$ cat config.mk
export PLATFORM = sky130hd
export DESIGN_NAME = h14rx_timings_video
export DESIGN_NICKNAME = d
export VERILOG_FILES = /design/src/rtl/h14rx_timings_video.sv
export SDC_FILE = /design/constraint.sdc
export NUM_CORES = 1
export LEC_CHECK = 0
export ABC_AREA = 1
export BUFFER_PORTS_ARGS = -buffer_cell sky130_fd_sc_hd__buf_2
export CORE_MARGIN = 3
export CORE_UTILIZATION = 40
export CTS_CLUSTER_DIAMETER = 50
export DETAILED_ROUTE_END_ITERATION = 8
export REMOVE_ABC_BUFFERS = 1
export SLEW_MARGIN = 5
export SYNTH_ARGS = -nofsm -noshare
export SYNTH_HDL_FRONTEND = slang
export SYNTH_SLANG_ARGS = --single-unit
$ cat constraint.sdc
create_clock -name clk -period 2.2 [get_ports clk]
set_input_delay 0.44 -clock clk [delete_from_list [all_inputs] [get_ports clk]]
set_output_delay 0.44 -clock clk [all_outputs]
set_load 0.005 [all_outputs]
$ cat src/rtl/h14rx_timings_video.sv
// h14rx_timings_video: HDMI 1.4 sink video period tracker with pixel coordinates and geometry lock.
// Define H14RX_TIMINGS_CHECK_EN to enable the sticky err flag and error-driven lock loss.
package h14tx_pkg;
    typedef enum logic [1:0] {
        Control       = 2'd0,
        VideoPreamble = 2'd1,
        VideoGuard    = 2'd2,
        VideoActive   = 2'd3
    } period_t;
endpackage

module h14rx_timings_video
    import h14tx_pkg::*;
#(
    parameter int BitWidth    = 11,
    parameter int BitHeight   = 10,
    parameter int PreambleLen = 8
) (
    input  logic                 clk,
    input  logic                 rst,
    input  logic                 is_ctl,
    input  logic [3:0]           ctl,
    input  logic                 vsync,
    input  logic                 is_vguard,
    output period_t              timings,
    output logic [BitWidth-1:0]  x,
    output logic [BitHeight-1:0] y,
    output logic [BitWidth-1:0]  line_width,
    output logic [BitHeight-1:0] frame_height,
    output logic                 locked,
    output logic                 err
);
    localparam int PcW = $clog2(PreambleLen + 1);

    typedef enum logic [1:0] {S_CTRL, S_PRE, S_GUARD, S_ACTIVE} state_t;

    state_t               r_state, w_state_next;
    period_t              r_timings, w_timings_next;
    logic [PcW-1:0]       r_pcnt;
    logic [BitWidth-1:0]  r_pix_cnt, r_x, r_line_width;
    logic [BitHeight-1:0] r_y, r_frame_height, w_y_line;
    logic                 r_locked, r_frame_ok, r_vsync_prev;
    logic                 w_pre_char, w_pcnt_full, w_vs_rise, w_err_evt, w_pixel, w_line_end;
    logic                 w_line_ok, w_width_bad, w_frame_ok, w_locked_next, w_lock_err;

    always_comb begin
        w_pre_char     = is_ctl && (ctl == 4'b0001);
        w_pcnt_full    = (r_pcnt >= PcW'(PreambleLen));
        w_vs_rise      = is_ctl && vsync && !r_vsync_prev;
        w_state_next   = r_state;
        w_timings_next = Control;
        w_err_evt      = 1'b0;
        w_pixel        = 1'b0;
        w_line_end     = 1'b0;
        case (r_state)
            S_CTRL: begin
                if (w_pre_char)
                    w_state_next = S_PRE;
                else if (!is_ctl && is_vguard)
                    w_err_evt = 1'b1;
            end
            S_PRE: begin
                if (is_ctl) begin
                    if (!w_pre_char)
                        w_state_next = S_CTRL;
                end else if (is_vguard && w_pcnt_full) begin
                    w_state_next   = S_GUARD;
                    w_timings_next = VideoGuard;
                end else begin
                    // Short preamble before a guard, or data after a full preamble, is a protocol break
                    w_state_next = S_CTRL;
                    w_err_evt    = is_vguard || w_pcnt_full;
                end
            end
            S_GUARD: begin
                if (!is_ctl && is_vguard) begin
                    w_state_next   = S_ACTIVE;
                    w_timings_next = VideoGuard;
                end else begin
                    w_state_next = S_CTRL;
                    w_err_evt    = 1'b1;
                end
            end
            default: begin
                if (is_ctl) begin
                    w_state_next = S_CTRL;
                    w_line_end   = 1'b1;
                    w_err_evt    = (r_pix_cnt == '0);
                end else begin
                    w_pixel        = 1'b1;
                    w_timings_next = VideoActive;
                end
            end
        endcase
        if (r_state != S_ACTIVE && w_pre_char)
            w_timings_next = VideoPreamble;

        // Line end is applied before a coincident vsync edge so the frame includes that line
        w_line_ok     = w_line_end && (r_pix_cnt != '0);
        w_y_line      = (w_line_ok && r_y != '1) ? r_y + BitHeight'(1) : r_y;
        w_width_bad   = w_line_ok && (r_pix_cnt != r_line_width);
        w_frame_ok    = r_frame_ok && !w_width_bad && !w_lock_err;
        w_locked_next = r_locked && !w_width_bad && !w_lock_err;
        if (w_vs_rise && w_y_line != '0)
            w_locked_next = (w_y_line == r_frame_height) && w_frame_ok;
    end

`ifdef H14RX_TIMINGS_CHECK_EN
    logic r_err;
    assign w_lock_err = w_err_evt;
    assign err        = r_err;
`else
    assign w_lock_err = 1'b0;
    assign err        = 1'b0;
`endif

    always_ff @(posedge clk) begin
        if (rst) begin
            r_state        <= S_CTRL;
            r_timings      <= Control;
            r_pcnt         <= '0;
            r_pix_cnt      <= '0;
            r_x            <= '0;
            r_y            <= '0;
            r_line_width   <= '0;
            r_frame_height <= '0;
            r_locked       <= 1'b0;
            r_frame_ok     <= 1'b1;
            r_vsync_prev   <= 1'b0;
`ifdef H14RX_TIMINGS_CHECK_EN
            r_err          <= 1'b0;
`endif
        end else begin
            r_state   <= w_state_next;
            r_timings <= w_timings_next;
            if (w_pre_char) begin
                if (r_state != S_PRE)
                    r_pcnt <= PcW'(1);
                else if (!w_pcnt_full)
                    r_pcnt <= r_pcnt + PcW'(1);
            end
            if (r_state == S_GUARD)
                r_pix_cnt <= '0;
            else if (w_pixel && r_pix_cnt != '1)
                r_pix_cnt <= r_pix_cnt + BitWidth'(1);
            if (w_pixel)
                r_x <= r_pix_cnt;
            if (w_line_ok)
                r_line_width <= r_pix_cnt;
            if (is_ctl)
                r_vsync_prev <= vsync;
            r_y <= w_vs_rise ? '0 : w_y_line;
            if (w_vs_rise && w_y_line != '0)
                r_frame_height <= w_y_line;
            r_frame_ok <= w_vs_rise ? 1'b1 : w_frame_ok;
            r_locked   <= w_locked_next;
`ifdef H14RX_TIMINGS_CHECK_EN
            r_err      <= r_err || w_err_evt;
`endif
        end
    end

    assign timings      = r_timings;
    assign x            = r_x;
    assign y            = r_y;
    assign line_width   = r_line_width;
    assign frame_height = r_frame_height;
    assign locked       = r_locked;
endmodule
Word-level counts from Yosys, hierarchy flattened
Index checks and enable logic that the tools add are counted.

cells by class
  add/sub/neg operators = 3
  $lt $le $gt $ge = 1
  equality and inequality tests = 12
  mux-type cells = 20
  reduce and logical (&&, ||, !) cells = 27

operators by type and width
  kind                                                                    number
  2-bit two-way mux                                                       9
  1-bit logical AND                                                       14
  2-bit one-hot mux with 3 select lines                                   2
  11-bit by 1-bit adder with 11-bit output (second input constant)        1
  11-bit != test                                                          1
  11-bit != test (second input constant)                                  1
  11-bit nonzero test                                                     1
  10-bit by 1-bit adder with 10-bit output (second input constant)        1
  10-bit equality test                                                    1
  10-bit two-way mux                                                      1
  10-bit != test (second input constant)                                  1
  10-bit nonzero test                                                     1
  4-bit two-way mux                                                       2
  1-bit two-way mux                                                       6
  2-bit OR reduction                                                      3
  4-bit by 1-bit adder with 4-bit output (second input constant)          1
  4-bit by 1-bit equality test with 1-bit output (second input constant)  1
  4-bit greater-or-equal comparator (second input constant)               1
  2-bit by 1-bit != test with 1-bit output (second input constant)        2
  2-bit != test (second input constant)                                   2
  4-bit nonzero test                                                      1
  1-bit logical NOT                                                       3
  3-bit != test (second input constant)                                   1
  3-bit AND reduction                                                     1
  other kinds (5)                                                         5

word-level totals
  register bits = 64
  output and inout bits = 46

Logic depth before layout (Yosys ltp)
  word-level depth = 9
  depth in mapped cells = 18
  mapped depth without buffers = 17

Least setup slack after synthesis
Ideal clock, no wire load.

  path type = register to register
  from = register r_y[0] (netlist: y[0])
  to = register r_frame_height[9] (netlist: frame_height[9])
  data arrival time = 1.985 ns
  required time = 2.084 ns
  path slack = 0.099 ns
  cell stages (with the launch flop) = 17
  path through = dfxtp_1 > ha_1 > nand2_2 > nor2_4 > nand3_4 > nand3_4 > buf_12 > nand2_4 > nand2_4 > nand2_1 > nor2_2 > nand3_2 > nand2_4 > inv_4 > buf_6 > nor2_1 > nor2_1

on the way
  word-level cells in the longest chain between the ends = 5
  elaborated cells between the ends (all ways) = 6
  classes of those cells = 1 x add/sub; 1 x eq/ne; 1 x mux; 3 x reduce/logical

ends and longest elaborated chain
  element                                                                                           RTL line  text
  start, declared                                                                                   41        logic [BitHeight-1:0] r_y, r_frame_height, w_y_line;
  start signal, assigned                                                                            152       r_y <= w_vs_rise ? '0 : w_y_line;
  parallel branches: the longest is 2 deep, another holds 10-bit by 1-bit adder with 10-bit output  -
  10-bit two-way mux *                                                                              100       w_y_line = (w_line_ok && r_y != '1) ? r_y + BitHeight'(1) : r_y;
  10-bit nonzero test                                                                               153       if (w_vs_rise && w_y_line != '0)
  1-bit logical AND                                                                                 153
  end signal, assigned                                                                              154       r_frame_height <= w_y_line;
  end, declared                                                                                     41

Every way passes the cells marked *.
A chain may end at the register's enable or synchronous reset.

Final worst setup path
  from = register r_y[1] (netlist: y[1])
  to = register r_frame_height[6] (netlist: frame_height[6])

The elaborated chain is that of the path after synthesis.

==> qor.txt <==
Minimum clock period -> 2.054 ns
Initial antenna violation count -> 0
Cells after Synth -> 506
Worst EP arrival -> 2.28 ns
Worst Setup Path Type -> reg -> reg
Vias -> 3365
First-pass GRT wire length -> 15060 um
Worst min path class -> in -> reg
Outcome -> finished clean
ANT cells -> 0
Clk Latency, worst-skew pair -> 0.33 ns
Largest net degree at the start of global routing -> 24
Crit end category -> register
Hold slack -> 0.3815 ns
Reg-to-Reg Start -> y[1]
Top achievable clock speed -> 486.8 MHz
Crit-path cells -> ha_4 -> nand2_2 -> nor2_4 -> nand3_4 -> nand3_4 -> buf_12 -> nand2_2 -> nand2_1 -> nand2_1 -> nor2_2 -> nand3_2 -> nand2_4 -> buf_4 -> nand2_1 -> nand2_1 -> nor2_1
Register Area -> 0.001287 mm2
Fillers -> 861
Max cap viols -> 0
EDFF count, synth -> 0
Power Density -> 548.7 mW/mm2
Max IR drop VDD -> 341.3 uV
WL/cell -> 12.72 um
Util after Layout -> 51.48%
Critical path required time -> 2.43 ns
Starting Density -> 41.45%
R2R setup slack -> 0.15 ns
Slowest-stage cell, CP -> dfxtp_2
Final hold vios -> 0
Ys async rst share -> 0%
Multi-input gate area -> 0.001858 mm2
DRT iter0 DRCs -> 131
Hold Path End -> r_vsync_prev
Clk sink count -> 64
Hold wc startpoint -> vsync
Syn_area_per_cell -> 6.765 um2
Hold path cells -> 3
WP buf/inv -> 2
Crit-path most repeated cell -> nand2_1
CTS tree -> yes
CP Launch Type -> register
Top cell type's share of synthesized area -> 37.43%
Reg2Reg Depth -> 16
Worst r2r dst -> frame_height[6]
Htree depth -> 3
# port buffers -> 53
Site Rows -> 33
Share of layout cells above drive strength 1 -> 24.11%
Critical path peak fanout -> 7
Clock skew -> 0.002988 ns
Final nets -> 598
GPL Wtd Cong -> 0.8170
Die Ht -> 98.51 um
Gr usage total -> 18.79%
Synth area leader -> dfxtp_1
Number of vias per cell -> 4.849
Core area -> 0.008258 mm2
Sequential share of the synthesized area -> 37.43%
Final Cycle Share -> 93.37%
Synth Register Bits -> 64
Buffer depth of the longest clock path -> 2
WL final -> 8829 um
Setup violations, final -> 0
Drt pass-1 iters -> 4
Synthesis warning total -> 0
Die area -> 0.009704 mm2
Post-synthesis cell area -> 0.003423 mm2
DRC viols -> 0
Static leakage -> 2.041 nW
Final Power -> 0.002333 W
Root Driver -> clkbuf_8
Total CTS buffers -> 9
Most common cell in the synthesized netlist -> nand2_1
Commonest cells post-synth -> nand2_1 (132), nor2_1 (66), dfxtp_1 (64)
Top_reg_cell synth -> dfxtp_1
Clock-pin slew on the worst setup and hold paths -> 0.07 ns
Fin. max-slew vios -> 0
Chip Width -> 98.51 um
CTS Hold Bufs -> 0
Post-route ant nets -> 0
Slowest stage delay, CP -> 0.36 ns
Synth cell types -> 38
Crit path max-delay family -> simple AND/OR/NAND/NOR gates
Layout area overhead -> 24.20%
Vias in the first global route -> 3318
Hpwl dp -> 6674 um
Gr ovfl total -> 0
# IOs -> 55
Area contributors post-synth -> dfxtp_1 (37%), nand2_1 (14%), nor2_1 (7.2%)
state kept, by name (all words and copies together) (netlist names):
register      count
r_pcnt            4
x                11
line_width       11
y                10
timings           2
locked            1
r_state           2
r_vsync_prev      1
r_frame_ok        1
r_pix_cnt        11
frame_height     10
worst reg2reg max path: cells and delay by family, from the launching register on:
kind,cells,cell delay (ns)
buf+inv,2,0.25
simple gates,13,1.20
flops,1,0.36
fa+ha+maj,1,0.15
worst max-delay path by stage:
stage / start / end / slack (ns) / cells past startpoint
floorplan: r_pix_cnt[0] / frame_height[9] / -0.15 / 14
global placement: r_pix_cnt[0] / frame_height[4] / 0.02 / 15
detailed placement: r_pix_cnt[1] / frame_height[0] / -0.008 / 16
CTS: r_pix_cnt[0] / frame_height[0] / 0.03 / 15
global route: y[1] / frame_height[0] / -0.02 / 16
finish: y[1] / frame_height[6] / 0.15 / 16
logic make-up (layout without fill, tap and decap cells):
family	Yosys count	count (layout)	synth area share (%)
and+or+nand+nor	269	270	35.89
buffers and inverters	81	163	10.38
AOI/OAI and AO/OA	73	73	11.04
DFF	64	64	37.43
xor gates and xnor gates	13	13	3.326
adders and majority gates	5	5	1.827
other	1	1	0.1095
report_power, final:
part,switching (W),internal (W)
Clock,0.000461,0.000663
Combinational,0.0000335,0.0000146
Sequential,0.00000102,0.00116
Total,0.000496,0.00184
area by class of cell:
| class | count | share of cell area [%] |
|---|---|---|
| sequential | 64 | 30.28 |
| clock inverter | 6 | 1.942 |
| clock buffer | 10 | 3.237 |
| inverter | 66 | 5.886 |
| tap | 105 | 3.090 |
| multi-input combinational | 362 | 43.70 |
| timing repair buffer | 81 | 11.86 |
repair_timing:
| item | 4_1_cts | 5_1_grt |
|---|---|---|
| setup buffers | 2 | 4 |
| endpoints found under the setup margin | 6 | 13 |
| gates resized for setup | 0 | 22 |
| pin swaps | 0 | 6 |
| gates cloned | 1 | 0 |
metal layers:
layer  part of all wire [%]  global-route usage [%]  vias to the layer above
met5                      0                       0                        -
met4                    2.2                   6.303                        0
met3                    4.4                   4.317                       19
met2                     48                   32.24                       71
met1                     46                   23.21                     1518
li1                       -                       -                     1757
per-stage QoR:
step	std cells	setup WS (ns)	setup TNS (ns)	cell area, um2
floorplan	491	-0.1511	-1.456	3318
global placement	671	0.01500	0	3892
detailed placement	671	-0.007864	-0.007864	3892
CTS	690	0.03122	0	4150
global route	694	-0.01768	-0.02501	4252
finish	694	0.1460	0	4252
placed cells by master, fill, tap and decap left out, types with 5 or more instances in the layout:
cell type,instances
a21oi_1,43
buf_2,53
buf_4,25
clkbuf_8,10
dfxtp_1,59
dfxtp_2,5
inv_1,61
nand2_1,128
nand2_2,9
nand2_4,5
nand3_1,32
nand3_2,5
nand4_1,10
nor2_1,61
nor2_2,9
o21ai_0,25
xnor2_1,9
Note: power is estimated with default switching activity, not from simulation.
